### src/rtl/hier_fanin_collector.sv
// hier_fanin_collector: one fan-in node of the hierarchical collection tree.
// Merges NUM_CHILDREN packet streams into a single upstream stream, tagging
// every beat with the index of its originating child. Arbitration is
// round-robin per packet, and a granted child owns the port until its last
// beat. The upstream side has one registered output stage.
// Optional feature macro: HIER_FANIN_STATS_EN enables per-child packet
// counters readable through stat_sel/stat_count. When it is undefined,
// stat_count is tied to 0.
module hier_fanin_collector #(
    parameter int NUM_CHILDREN = 10,
    parameter int DATA_W       = 32,
    parameter int ID_W         = 4,
    parameter int CNT_W        = 16
) (
    input  logic                           clk,
    input  logic                           rst,
    input  logic [NUM_CHILDREN-1:0]        child_valid,
    output logic [NUM_CHILDREN-1:0]        child_ready,
    input  logic [NUM_CHILDREN*DATA_W-1:0] child_data,
    input  logic [NUM_CHILDREN-1:0]        child_last,
    output logic                           up_valid,
    input  logic                           up_ready,
    output logic [DATA_W-1:0]              up_data,
    output logic                           up_last,
    output logic [ID_W-1:0]                up_src_id,
    output logic [CNT_W-1:0]               pkt_count,
    output logic                           busy,
    input  logic [ID_W-1:0]                stat_sel,
    output logic [CNT_W-1:0]               stat_count
);

    typedef enum logic [0:0] {
        ST_IDLE   = 1'b0,
        ST_LOCKED = 1'b1
    } state_t;

    state_t                r_state;
    logic [ID_W-1:0]       r_rr_ptr;
    logic [ID_W-1:0]       r_lock_id;
    logic                  r_up_valid;
    logic [DATA_W-1:0]     r_up_data;
    logic                  r_up_last;
    logic [ID_W-1:0]       r_up_src_id;
    logic [CNT_W-1:0]      r_pkt_count;

    logic                    w_slot_free;
    logic                    w_found;
    logic [ID_W-1:0]         w_grant;
    logic [ID_W-1:0]         w_sel;
    logic                    w_sel_en;
    logic [NUM_CHILDREN-1:0] w_child_ready;
    logic                    w_take;
    logic [DATA_W-1:0]       w_sel_data;
    logic                    w_sel_last;

    // Successor of a child index in the round-robin ring
    function automatic logic [ID_W-1:0] next_ptr(input logic [ID_W-1:0] id);
        logic [ID_W-1:0] v_n;
        if (id >= ID_W'(NUM_CHILDREN - 1)) begin
            v_n = {ID_W{1'b0}};
        end else begin
            v_n = id + ID_W'(1);
        end
        return v_n;
    endfunction

    assign w_slot_free = !r_up_valid || up_ready;

    // Round-robin search: first valid child starting at r_rr_ptr, wrapping
    always_comb begin
        logic [ID_W:0] v_idx;
        logic          v_hit;
        w_found = 1'b0;
        w_grant = {ID_W{1'b0}};
        v_idx   = {(ID_W+1){1'b0}};
        v_hit   = 1'b0;
        for (int k = 0; k < NUM_CHILDREN; k++) begin
            v_idx = {1'b0, r_rr_ptr} + (ID_W+1)'(k);
            if (v_idx >= (ID_W+1)'(NUM_CHILDREN)) begin
                v_idx = v_idx - (ID_W+1)'(NUM_CHILDREN);
            end else begin
                v_idx = v_idx;
            end
            v_hit = 1'b0;
            for (int i = 0; i < NUM_CHILDREN; i++) begin
                if ((ID_W+1)'(i) == v_idx) begin
                    v_hit = child_valid[i];
                end else begin
                    v_hit = v_hit;
                end
            end
            if (!w_found && v_hit) begin
                w_found = 1'b1;
                w_grant = v_idx[ID_W-1:0];
            end else begin
                w_found = w_found;
            end
        end
    end

    // Selected child (locked owner or fresh grant) and its ready strobe
    always_comb begin
        if (r_state == ST_LOCKED) begin
            w_sel    = r_lock_id;
            w_sel_en = !rst && w_slot_free;
        end else begin
            w_sel    = w_grant;
            w_sel_en = !rst && w_slot_free && w_found;
        end
        w_child_ready = {NUM_CHILDREN{1'b0}};
        w_sel_data    = {DATA_W{1'b0}};
        w_sel_last    = 1'b0;
        for (int i = 0; i < NUM_CHILDREN; i++) begin
            if (ID_W'(i) == w_sel) begin
                w_child_ready[i] = w_sel_en;
                w_sel_data       = child_data[i*DATA_W +: DATA_W];
                w_sel_last       = child_last[i];
            end else begin
                w_child_ready[i] = 1'b0;
            end
        end
    end

    assign w_take = |(w_child_ready & child_valid);

    // Arbitration FSM, output register stage and packet counter
    always_ff @(posedge clk) begin
        if (rst) begin
            r_state     <= ST_IDLE;
            r_rr_ptr    <= {ID_W{1'b0}};
            r_lock_id   <= {ID_W{1'b0}};
            r_up_valid  <= 1'b0;
            r_up_data   <= {DATA_W{1'b0}};
            r_up_last   <= 1'b0;
            r_up_src_id <= {ID_W{1'b0}};
            r_pkt_count <= {CNT_W{1'b0}};
        end else begin
            if (w_take) begin
                r_up_valid  <= 1'b1;
                r_up_data   <= w_sel_data;
                r_up_last   <= w_sel_last;
                r_up_src_id <= w_sel;
            end else if (up_ready) begin
                r_up_valid  <= 1'b0;
            end else begin
                r_up_valid  <= r_up_valid;
            end

            if (r_up_valid && up_ready && r_up_last) begin
                r_pkt_count <= r_pkt_count + CNT_W'(1);
            end else begin
                r_pkt_count <= r_pkt_count;
            end

            case (r_state)
                ST_IDLE: begin
                    if (w_take && w_sel_last) begin
                        r_rr_ptr <= next_ptr(w_sel);
                    end else if (w_take) begin
                        r_state   <= ST_LOCKED;
                        r_lock_id <= w_sel;
                    end else begin
                        r_state   <= ST_IDLE;
                    end
                end
                ST_LOCKED: begin
                    if (w_take && w_sel_last) begin
                        r_state  <= ST_IDLE;
                        r_rr_ptr <= next_ptr(r_lock_id);
                    end else begin
                        r_state  <= ST_LOCKED;
                    end
                end
                default: begin
                    r_state <= ST_IDLE;
                end
            endcase
        end
    end

    assign child_ready = w_child_ready;
    assign up_valid    = r_up_valid;
    assign up_data     = r_up_data;
    assign up_last     = r_up_last;
    assign up_src_id   = r_up_src_id;
    assign pkt_count   = r_pkt_count;
    assign busy        = (r_state == ST_LOCKED) || r_up_valid;

`ifdef HIER_FANIN_STATS_EN
    logic [CNT_W-1:0] r_child_cnt [NUM_CHILDREN];
    logic [CNT_W-1:0] r_stat_count;
    logic [CNT_W-1:0] w_stat_rd;

    // Stats readout mux; indices beyond the last child read as zero
    always_comb begin
        w_stat_rd = {CNT_W{1'b0}};
        for (int i = 0; i < NUM_CHILDREN; i++) begin
            if (ID_W'(i) == stat_sel) begin
                w_stat_rd = r_child_cnt[i];
            end else begin
                w_stat_rd = w_stat_rd;
            end
        end
    end

    // Per-child completed-packet counters and the registered readout
    always_ff @(posedge clk) begin
        if (rst) begin
            for (int i = 0; i < NUM_CHILDREN; i++) begin
                r_child_cnt[i] <= {CNT_W{1'b0}};
            end
            r_stat_count <= {CNT_W{1'b0}};
        end else begin
            for (int i = 0; i < NUM_CHILDREN; i++) begin
                if (w_child_ready[i] && child_valid[i] && child_last[i]) begin
                    r_child_cnt[i] <= r_child_cnt[i] + CNT_W'(1);
                end else begin
                    r_child_cnt[i] <= r_child_cnt[i];
                end
            end
            r_stat_count <= w_stat_rd;
        end
    end

    assign stat_count = r_stat_count;
`else
    // The stats select has no effect when the counters are not built
    logic w_stat_sel_unused;
    assign w_stat_sel_unused = ^stat_sel;
    assign stat_count        = {CNT_W{1'b0}};
`endif

endmodule

### config.mk
export PLATFORM = sky130hd
export DESIGN_NAME = hier_fanin_collector
export DESIGN_NICKNAME = d
export VERILOG_FILES = /design/src/rtl/hier_fanin_collector.sv
export SDC_FILE = /design/constraint.sdc
export NUM_CORES = 1
export LEC_CHECK = 0
export CAP_MARGIN = 20
export CORE_AREA = 4 4 165 167
export DETAILED_ROUTE_END_ITERATION = 12
export DIE_AREA = 0 0 169 171
export PLACE_DENSITY = 0.71
export SETUP_SLACK_MARGIN = 0.1
export SLEW_MARGIN = 40
export SYNTH_ARGS = -nofsm -noshare
export SYNTH_HDL_FRONTEND = slang
export SYNTH_SLANG_ARGS = --single-unit
### constraint.sdc
create_clock -name clk -period 9.45 [get_ports clk]
set_input_delay 2.3625 -clock clk [delete_from_list [all_inputs] [get_ports clk]]
set_output_delay 2.3625 -clock clk [all_outputs]
set_load 0.03 [all_outputs]
==> results_dict.tcl, run 1 <==
set metrics [dict create \
    finish.net_count 2065 \
    cellLeakagePower_nw 5.207 \
    final_period_minus_worst_setup_slack_ns 9.068 \
    cts_tree "yes" \
    clock_insertion_delay_worst_skew_ns 0.35 \
    die_height_um 171 \
    via_count 12278 \
    r2r_start "r_rr_ptr[1]" \
    die-area_um2 28900 \
    dr.pass1.iters 9 \
    end_kind "primary output" \
    dpl-instance-area_um2 13640 \
    synth-compound-area-share_pct 40.44 \
    final_antenna_net_count 0 \
    finClkSkew_ns 0.01700 \
    ys_async_sr_fraction_pct 0 \
    worst-endpoint-required_ns 7.09 \
    core_area_um2 25760 \
    final_util_pct 54.12 \
    layout_worst_path_cycle_share_pct 95.95 \
    post_synth_edffs 0 \
    arrival_ns 6.71 \
    largest_net_degree_at_the_start_of_global_routing 79 \
    synth-main-ff-cell "dfxtp_1" \
    ios 428 \
    dpl.hpwl_mm 42.60 \
    post_synth_and_or_nand_nor_area_fraction_pct 24.97 \
    worstSetupStartpointType "input pin" \
    design_power_total_mw 4.203 \
    yosys.area_share.xor_xnor_pct 3.333 \
    maxCapViolCount 0 \
    area_delta_synth_final_pct 52.23 \
    yosys.area.top_type_share_pct 13.77 \
    synth_warnings 0 \
    drc 0 \
    fin_tns_setup_ns 0 \
    status "completed" \
    place_inst 2007 \
    finalSetupViolations 0 \
    synthesized_area_um2 9159 \
    hp-start "up_data[4]" \
    ff_latch_area_um2 1262 \
    setup.worst_path.class "in -> out" \
    synth_area_per_cell_um2 6.954 \
    netlist_instances 1317 \
    number_of_global_route_vias_before_repair 11373 \
    critical_path_peak_fanout 5 \
    synth.top_cells.by_count "nor2_1 (175), nand2_1 (107), a21oi_1 (88)" \
    synth_mux_area_share_pct 4.467 \
    cts.path.max_buffers 2 \
    maxSlewViolCount 0 \
    irDropWorstVdd_mv 0.2623 \
    post_route_cells_drive_above_1_share_pct 8.703 \
    rsz0062_at_grt "no" \
    fin_cells 2025 \
    place_ws_ns 0.4513 \
    num_rows 59 \
    final-hold-violation-count 0 \
    grt_antenna_before_repair 3 \
    cts-root-buf "clkbuf_16" \
    post_synth_fa_ha_maj_area_fraction_pct 4.727 \
    combined_area_of_the_multi_input_logic_cells_um2 7252 \
    drt_iter0_drc 1455 \
    numPortBuffers 407 \
    clk_pin_slew_worst_paths_ns 0.05 \
    layout.filler_cells 2526 \
    grt_util_all_layers_pct 33.60 \
    fin_worst_hold_slack_ns 0.4759 \
    die_width_um 169 \
    maxClockFrequency_mhz 110.3 \
    min_path_type "reg -> reg" \
    wirelength_mm 52.20 \
    post_synth_num_cell_types 100 \
    finalWorstSetupSlack_ns 0.3823 \
    initial_core_utilization_pct 35.55 \
    synth_top_family_by_area "compound AO/OA/AOI/OAI gates" \
    gr-total-overflow 0 \
    stdcell_area_um2 13940 \
    synth_most_common_cell "nor2_1" \
    cellPowerDensity_nw_per_um2 301.5 \
    ctsHoldBuffers 0 \
    grt_pass1_wl_mm 73.65 \
    yosys.area.top_type "dfxtp_1" \
    ys_seq_area_share_pct 13.77 \
    cts_made_buffers 9 \
    synth_top_cells_by_area "dfxtp_1 (14%), nor2_1 (7.2%), a21oi_1 (4.8%)" \
    route.detailed.vias_per_inst 6.063 \
    cts.sinks 63 \
    post_dr_wirelength_cell_um 25.78 \
    max_slew.worst_pin.slew_ns 0.8085 \
    yosys_register_bits 63 \
    cts_max_level 3 \
    maxSlewHeadroom_pct 46.10 \
    crit_path_start "child_valid[7]" \
    gp_congestion 0.9843 \
]
[repair_timing]
action                                  in CTS  in global routing
gates resized for setup                      0                  1
endpoints found under the setup margin       0                  1
setup buffers                                0                  0
[state kept, by name (all words and copies together), names as in the netlist, named ones only]
register and flops:
r_rr_ptr 4, up_data 32, pkt_count 16, up_valid 1
up_last 1, r_lock_id 4, up_src_id 4
[routing by layer]
metal	part of all wire, %	wire, um	track usage (%)	vias to the layer above
met5	0.052	27	0	-
met4	4.9	2562	14.39	4
met3	9.1	4742	6.701	107
met2	46	24180	54.64	680
met1	40	20680	43.44	5777
li1	-	-	-	5710
[worst paths after layout]
kind / endpoint / slack [ns] / depth (start not counted)
min: up_data[4] / 0.48 / 2
min reg2reg: up_data[4] / 0.48 / 2
max reg2reg: up_data[20] / 1.52 / 30
max: child_ready[6] / 0.38 / 18
[final cells by class]
cell class	instances	share of cell area, %
Multi-Input combinational cell	1096	52.01
Timing Repair Buffer	467	32.61
Sequential cell	63	9.055
Tap cell	335	3.006
Clock buffer	10	1.714
Inverter	47	1.265
Clock inverter	6	0.3141
Antenna cell	1	0.01795
[critical path, cell delays in order]
cell,delay [ns]
clkdlybuf4s50_1,0.53
mux2_2,0.41
nand3_1,0.11
mux2i_1,0.07
a2111oi_0,0.44
buf_4,0.20
o21ai_1,0.10
buf_4,0.18
a211o_1,0.31
nor2_1,0.23
a21oi_1,0.10
o22ai_1,0.25
o31ai_2,0.14
inv_1,0.10
ha_2,0.21
nand2_1,0.10
nor2_1,0.16
clkdlybuf4s50_1,0.72
[where the power goes]
| part | switching (mW) | leakage [nW] | internal, mW |
|---|---|---|---|
| combinational | 2.16 | 4.55 | 1.36 |
| sequential | 0.0365 | 0.513 | 0.316 |
| clock | 0.143 | 0.139 | 0.186 |
[cell usage in the layout, fill, tap and decap left out, types with 13 or more instances in the layout]
master	instances
nor3_1	19
o211ai_1	13
and3_1	13
buf_4	65
nand2b_1	20
a21oi_1	88
clkdlybuf4s50_1	397
xnor2_1	19
dfxtp_1	62
a222oi_1	15
and2_1	21
inv_1	43
o22ai_1	25
xor2_1	14
mux2i_1	24
conb_1	16
nand2_1	107
o21ai_0	59
o32ai_1	21
ha_1	30
a221oi_1	35
a22oi_1	54
or3_1	26
nor2_1	175
a31oi_1	13
nand3_1	21
a211oi_1	28
[cells by family (layout without fill, tap and decap cells)]
kind of cell    count (synthesis)  in the layout
flops                          63             63
simple gates                  470            470
fa+ha+maj                      34             34
other cells                     1             17
compound gates                504            504
xor+xnor                       34             34
mux                            38             38
buf+inv                       173            530
Power figures use the tool's default switching activity.
==> inputs of run 2 (changes only) <==
Settings changed: CORE_AREA 4 4 165 167 to 4 4 164 166, CTS_CLUSTER_SIZE set to 10, DIE_AREA 0 0 169 171 to 0 0 168 170, GPL_TIMING_DRIVEN set to 0, PLACE_DENSITY 0.71 to 0.72.
Clock period 9.45 ns to 11.1 ns, I/O delays scaled along.
==> results_dict.tcl, run 2 (synthesis results as in run 1) <==
set metrics [dict create \
    status "completed" \
    r2r_start "r_rr_ptr[1]" \
    cts.path.max_buffers 2 \
    final_util_pct 55.29 \
    num_rows 59 \
    hp-start "up_data[21]" \
    arrival_ns 7.99 \
    dr.pass1.iters 6 \
    dpl.hpwl_mm 46.15 \
    cts_tree "yes" \
    setup.worst_path.class "in -> out" \
    rsz0062_at_grt "yes" \
    max_slew.worst_pin.slew_ns 0.8482 \
    route.detailed.vias_per_inst 6.139 \
    grt_antenna_before_repair 18 \
    wirelength_mm 55.44 \
    grt_util_all_layers_pct 36.13 \
    reg2reg_depth 27 \
    initial_core_utilization_pct 35.75 \
    end_kind "primary output" \
    maxSlewViolCount 0 \
    worst_hold_path.endpoint "up_data[21]" \
    maxSlewHeadroom_pct 43.45 \
    numPortBuffers 407 \
    grt_pass1_wl_mm 77.77 \
    clock_insertion_delay_worst_skew_ns 0.35 \
    via_count 12910 \
    mostFrequentLayoutCells "clkdlybuf4s50_1 (402), nor2_1 (175), nand2_1 (106), a21oi_1 (87), dfxtp_1 (61)" \
    design_power_total_mw 3.636 \
    die-area_um2 28560 \
    critical_path_peak_fanout 10 \
    cts-root-buf "clkbuf_16" \
    hold-path-cell-count 2 \
    final-hold-violation-count 0 \
    post_route_cells_drive_above_1_share_pct 7.705 \
    finClkSkew_ns 0.01532 \
    layout_worst_path_cycle_share_pct 96.99 \
    number_of_global_route_vias_before_repair 12039 \
    gp_congestion 1.027 \
    final_period_minus_worst_setup_slack_ns 10.77 \
    worstSetupStartpointType "input pin" \
    die_width_um 168 \
    worst-endpoint-required_ns 8.33 \
    largest_register_ff_count 32 \
    drt_iter0_drc 1439 \
    cellLeakagePower_nw 5.348 \
    gr-total-overflow 0 \
    area_delta_synth_final_pct 54.64 \
    irDropWorstVdd_mv 0.2575 \
    largest_net_degree_at_the_start_of_global_routing 20 \
    core_area_um2 25620 \
    layout_commonest_cell "clkdlybuf4s50_1" \
    drc 0 \
    cellPowerDensity_nw_per_um2 256.7 \
    finish.net_count 2128 \
    clk_pin_slew_worst_paths_ns 0.06 \
    finalSetupViolations 0 \
    layout.filler_cells 2530 \
    min_path_type "reg -> reg" \
    die_height_um 170 \
    cts_max_level 3 \
    critical_path.reg2reg.endpoint "up_data[7]" \
    ios 428 \
    maxCapViolCount 0 \
    maxClockFrequency_mhz 92.89 \
    final_antenna_net_count 0 \
    post_dr_wirelength_cell_um 26.36 \
    cts_made_buffers 9 \
    cts.sinks 63 \
    r2r_setup_slack_ns 2.27 \
    fin_tns_setup_ns 0 \
]
run 2: metal layers:
metal,share of wire [%],track usage [%],wire (um)
met2,44,55.43,24610
met3,12,14.49,6752
met4,3.9,14.22,2185
met5,0.31,2.843,173
met1,39,45.23,21720
run 2: timing repair:
action                     4_1_cts  5_1_grt
hold buffers                     0        0
resized for setup               22        9
buffers inserted                 1        0
setup endpoints to repair        8        8
run 2: layout make-up:
type	count	area [um2]	share of cell area, %
Inverter	47	176.4	1.246
Multi-Input combinational cell	1096	7259	51.25
Clock buffer	9	225.2	1.590
Tap cell	335	419.2	2.959
Buffer	122	585.6	4.134
Timing Repair Buffer	408	4094	28.90
Clock inverter	7	100.1	0.7067
Sequential cell	63	1264	8.922
Antenna cell	16	40.04	0.2827
run 2: stage by stage:
step	cells	worst slack, ns	instance area, um2	hold slack [ns]
finish	2103	0.3346	14160	0.4767
global route	2099	0.08984	14150	0.5042
CTS	2089	0.06760	14110	0.4769
detailed placement	2074	-1.253	13710	0.4680
global placement	2074	-1.335	13710	0.4612
floorplan	1332	1.334	9215	0.4781
run 2: worst max path at each step:
stage | start | to
2_1_floorplan | child_valid[7] | child_ready[9]
3_3_place_gp | child_valid[2] | child_ready[9]
3_5_place_dp | child_valid[1] | child_ready[9]
4_1_cts | child_valid[2] | child_ready[7]
5_1_grt | child_valid[7] | child_ready[7]
6_report | child_valid[1] | child_ready[7]
run 2: worst max-delay path, stage by stage:
cell	delay, ns
clkdlybuf4s50_1	0.61
mux2_2	0.46
nand2_1	0.11
o22ai_1	0.10
a2111oi_2	0.35
o21ai_1	0.25
a211oi_4	0.37
nand4_2	0.25
o21ai_0	0.25
a21oi_1	0.09
nor3_2	0.32
a21oi_2	0.12
inv_1	0.15
ha_1	0.16
clkbuf_2	0.25
clkbuf_2	0.30
nand2_1	0.21
buf_2	0.23
buf_2	0.19
nor2_1	0.12
dlymetal6s2s_1	0.31
run 2: report_power, final:
group / internal [mW] / total [mW] / switching, mW
clock network: 0.199 / 0.318 / 0.119
logic: 1.13 / 3.00 / 1.87
registers: 0.269 / 0.315 / 0.0458
==> inputs of run 3 (changes only) <==
Settings changed: CAP_MARGIN 20 to unset.
==> results of run 3 <==
Final layout, timing and power as in run 2 (identical DEF).
